==> config.mk <==
export PLATFORM = sky130hd
export DESIGN_NAME = adder_serial_rtl
export DESIGN_NICKNAME = d
export VERILOG_FILES = /design/src/rtl/adder_serial_rtl.sv
export SDC_FILE = /design/constraint.sdc
export NUM_CORES = 1
export LEC_CHECK = 0
export BUFFER_PORTS_ARGS = -buffer_cell sky130_fd_sc_hd__buf_2
export CORE_MARGIN = 4
export CORE_UTILIZATION = 45
export DETAILED_ROUTE_END_ITERATION = 10
export PLACE_DENSITY = 0.69
export SETUP_SLACK_MARGIN = 0.02
export SLEW_MARGIN = 25
export SYNTH_ARGS = -nofsm -noshare
export SYNTH_HDL_FRONTEND = slang
export SYNTH_SLANG_ARGS = --single-unit
==> constraint.sdc <==
create_clock -name clk -period 4.8 [get_ports clk]
set_input_delay 0.24 -clock clk [delete_from_list [all_inputs] [get_ports clk]]
set_output_delay 0.24 -clock clk [all_outputs]
set_load 0.05 [all_outputs]
==> src/rtl/adder_serial_rtl.sv <==
`default_nettype none
// ============================================================================
// adder_serial_rtl : digit-serial (p_dbits per cycle) adder with val/rdy streams. Rev 1.0
// ============================================================================
module adder_serial_rtl #(
  parameter int p_nbits = 8,
  parameter int p_dbits = 2
) (
  input  logic               clk,
  input  logic               reset,
  input  logic               istream_val,
  output logic               istream_rdy,
  input  logic [p_nbits-1:0] in_a,
  input  logic [p_nbits-1:0] in_b,
  input  logic               in_cin,
  output logic               ostream_val,
  input  logic               ostream_rdy,
  output logic [p_nbits-1:0] out_sum,
  output logic               out_cout
);

  localparam int N  = p_nbits / p_dbits;
  localparam int CW = $clog2(N + 1);

  if (p_nbits < 1 || p_dbits < 1 || (p_nbits % p_dbits) != 0) begin : g_param_check
    $error("adder_serial_rtl: p_nbits must be a positive multiple of p_dbits");
  end

  typedef enum logic [1:0] {
    IDLE = 2'd0,
    CALC = 2'd1,
    DONE = 2'd2
  } state_t;

  state_t             state, state_next;
  logic [p_nbits-1:0] a_sh, b_sh, sum_sh, sum_q;
  logic               carry, cout_q;
  logic [CW-1:0]      cnt;
  logic [p_dbits:0]   digit;
  logic [p_nbits-1:0] sum_shifted;
  logic               last;

  assign digit = {1'b0, a_sh[p_dbits-1:0]} + {1'b0, b_sh[p_dbits-1:0]}
               + {{p_dbits{1'b0}}, carry};
  // Digits enter at the MSB end so after N shifts digit 0 sits at bit 0.
  assign sum_shifted = (sum_sh >> p_dbits)
                     | (p_nbits'(digit[p_dbits-1:0]) << (p_nbits - p_dbits));
  assign last = (cnt == CW'(N - 1));

  always_ff @(posedge clk) begin
    if (reset) state <= IDLE;
    else       state <= state_next;
  end

  always_comb begin
    state_next  = state;
    istream_rdy = 1'b0;
    ostream_val = 1'b0;
    case (state)
      IDLE: begin
        istream_rdy = 1'b1;
        if (istream_val) state_next = CALC;
      end
      CALC: begin
        if (last) state_next = DONE;
      end
      DONE: begin
        ostream_val = 1'b1;
        if (ostream_rdy) state_next = IDLE;
      end
      default: state_next = IDLE;
    endcase
  end

  always_ff @(posedge clk) begin
    if (reset) begin
      a_sh   <= '0;
      b_sh   <= '0;
      sum_sh <= '0;
      sum_q  <= '0;
      carry  <= 1'b0;
      cout_q <= 1'b0;
      cnt    <= '0;
    end else begin
      case (state)
        IDLE: begin
          if (istream_val) begin
            a_sh  <= in_a;
            b_sh  <= in_b;
            carry <= in_cin;
            cnt   <= '0;
          end
        end
        CALC: begin
          a_sh   <= a_sh >> p_dbits;
          b_sh   <= b_sh >> p_dbits;
          sum_sh <= sum_shifted;
          carry  <= digit[p_dbits];
          cnt    <= cnt + CW'(1);
          // Result registers only change on the final digit so outputs hold otherwise.
          if (last) begin
            sum_q  <= sum_shifted;
            cout_q <= digit[p_dbits];
          end
        end
        default: ;
      endcase
    end
  end

  assign out_sum  = sum_q;
  assign out_cout = cout_q;

endmodule
`default_nettype wire

==> out/results.ini <==
[sta]
worst_pin_slew_ns = 0.6939
tns_ns = 0
hold_viol_final = 0
fin_skew_ns = 0.003340
rsz0062_at_grt = false
setup_viol = 0
final_max_slew_viol_count = 0
min_period_over_period_pct = 34.88
period_needed_ns = 1.674
fmax_mhz = 597.4
slew-limit-headroom_pct = 53.74

[global_route]
grt.busiest_layer = met2
grt_use_met2_pct = 24.91
use_met3_pct = 5.824
grt_pass1_vias = 1151
grt_overflow_total = 0
grt_pass1_wl_um = 4940
grt_start_max_net_pins = 38
antenna_found_initial = 0
globalRouteMet1Util_pct = 16.34
track_usage_pct = 14.70

[pwr]
power.leakage_nw = 0.7085
vdd_drop_max_mv = 0.1422
pwr_density_cell_nw_per_um2 = 324.6

[setup_path]
path_cells = nor2b_1 -> buf_2
slowest_delay_ns = 0.60
cp_data_arrival_time_ns = 1.43
crit_path_max_fanout = 10
cp_top_family = flip-flops
rrSetupSlack_ns = 3.14
critPathKind = reg -> out
cpMaxStageDelayCell = dfxtp_1
endpoint_kind = primary output
worst_setup_path_start_kind = flip-flop
worst-path-buf-inv = 1
required_ns = 4.56

[status]
status = complete, no violations

[clock_network]
cts_htree_levels = 2
clkSinkCount = 37
root_buffer = clkbuf_4
clock_path_buffers = 2
numCtsBuffers = 5
cts_resized = 0
postCtsHoldBufs = 0
tritoncts = yes
clkTransAtPathRegs_ns = 0.10
cts_setup_buffers = 0
clk_latency_ns = 0.33

[synth]
syn_nets = 191
synth_area_sq_um = 1582
netlist_instances = 166
ys_seq_area_share_pct = 46.84
ys_seq_elements = 37
syn_area_per_cell_sq_um = 9.527
yosysWarningCount = 0
synth_cell_type_count = 27

[route]
vias = 1225
routed_wl_um = 3036
drc = 0
viasPerCell = 5.126
drt-initial-drc-count = 75
ant_nets = 0
wl_per_cell_um = 12.70
firstDrtPassIters = 4

[die]
rows = 21
io_pins = 32
die_x_um = 67.29
coreArea_sq_um = 3363
start_util_pct = 47.02
die_area_sq_um = 4527
chipHeight_um = 67.29

[final_layout]
diodes = 0
final_cell_mix = 37 x dfxtp_1, 31 x buf_2, 24 x a21oi_1, 20 x nand2_1, 19 x inv_1
fin_nets = 218
syn_to_final_growth_pct = 11.63
drive_above_1_share_pct = 32.12
final_common_cell = dfxtp_1
stdcell_count = 239

[place]
place_congestion = 0.7152
dpl.cell_count = 232
hpwl_um = 2147
io_buffers = 31

[min_path]
min_path_type = in -> reg

[flow_run]
cap_viol_max_count = 0

cell families after synthesis:
family                     Yosys count  share of synthesized area [%]
buffers and inverters               30                          9.810
muxes                                2                          1.266
adders and majority gates            4                          4.114
and+or+nand+nor                     44                          13.77
AOI/OAI and AO/OA                   49                          24.21
DFF                                 37                          46.84
report_power, final:
group / internal, mW / switching, mW / total [mW]
clock network: 0.0692 / 0.0966 / 0.166
logic: 0.0329 / 0.0407 / 0.0737
registers: 0.323 / 0.0107 / 0.334
worst paths after layout:
| path | endpoint | depth (start not counted) | startpoint |
|---|---|---|---|
| min | state[1] | 3 | ostream_rdy |
| max | ostream_val | 2 | state[1] |
| max reg2reg | carry | 5 | a_sh[0] |
| min reg2reg | out_sum[5] | 2 | out_sum[5] |
metrics by stage:
stage | cell area, sq um | total power, mW | setup slack [ns] | hold WS (ns) | utilization (%)
global route | 1765 | 0.6010 | 2.996 | 0.1385 | 52.49
CTS | 1765 | 0.5810 | 3.103 | 0.1392 | 52.49
detailed placement | 1710 | 0.4151 | 3.177 | 0.4449 | 50.86
finish | 1765 | 0.5731 | 3.126 | 0.1526 | 52.49
global placement | 1710 | 0.4111 | 3.236 | 0.4391 | 50.86
floorplan | 1582 | 0.3975 | 3.274 | 0.4008 | -
final cells by class:
| cell class | instances | area, sq um |
|---|---|---|
| fillers | 355 | 1598 |
| flip-flops and latches | 37 | 740.7 |
| repair buffers | 31 | 155.1 |
| multi-input cells | 99 | 685.7 |
| clock buffers | 7 | 55.05 |
| well taps | 46 | 57.56 |
| inverters | 19 | 71.32 |
metal layers:
layer	routed length [um]	vias to the layer above	share of wire (%)
li1	-	618	-
met2	1443	33	48
met3	193	5	6.4
met1	1356	569	45
met5	0	-	0
met4	42	0	1.4
Yosys cell counts, drive strengths merged:
| master | n | share of area [%] |
|---|---|---|
| nand3b | 1 | 0.47 |
| nor2 | 15 | 4.4 |
| o21bai | 1 | 0.47 |
| nand2 | 21 | 5.1 |
| ha | 2 | 1.6 |
| inv | 19 | 4.5 |
| a211oi | 5 | 4.0 |
| buf | 10 | 5.1 |
| nor2b | 2 | 1.3 |
| fa | 2 | 2.5 |
| a22oi | 5 | 2.4 |
| and3b | 1 | 0.63 |
| a21oi | 24 | 7.6 |
| nor3 | 1 | 0.32 |
| dfxtp | 37 | 47 |
| o221a | 13 | 9.3 |
| nand2b | 2 | 0.79 |
| clkbuf | 1 | 0.24 |
| nor3b | 1 | 0.79 |
| a2bb2oi | 1 | 0.55 |
| mux2i | 2 | 1.3 |
registers in the layout, indices dropped and copies added (netlist names):
register,count
a_sh,8
b_sh,8
out_sum,8
sum_sh,6
cnt,3
state,2
carry,1
out_cout,1
worst reg2reg max path: stages (launching register included):
cell and delay [ns]:
dfxtp_1 0.34, inv_1 0.06, fa_1 0.46, fa_1 0.42, a21oi_1 0.14, o221a_2 0.18
Note: power is estimated with default switching activity, not from simulation.
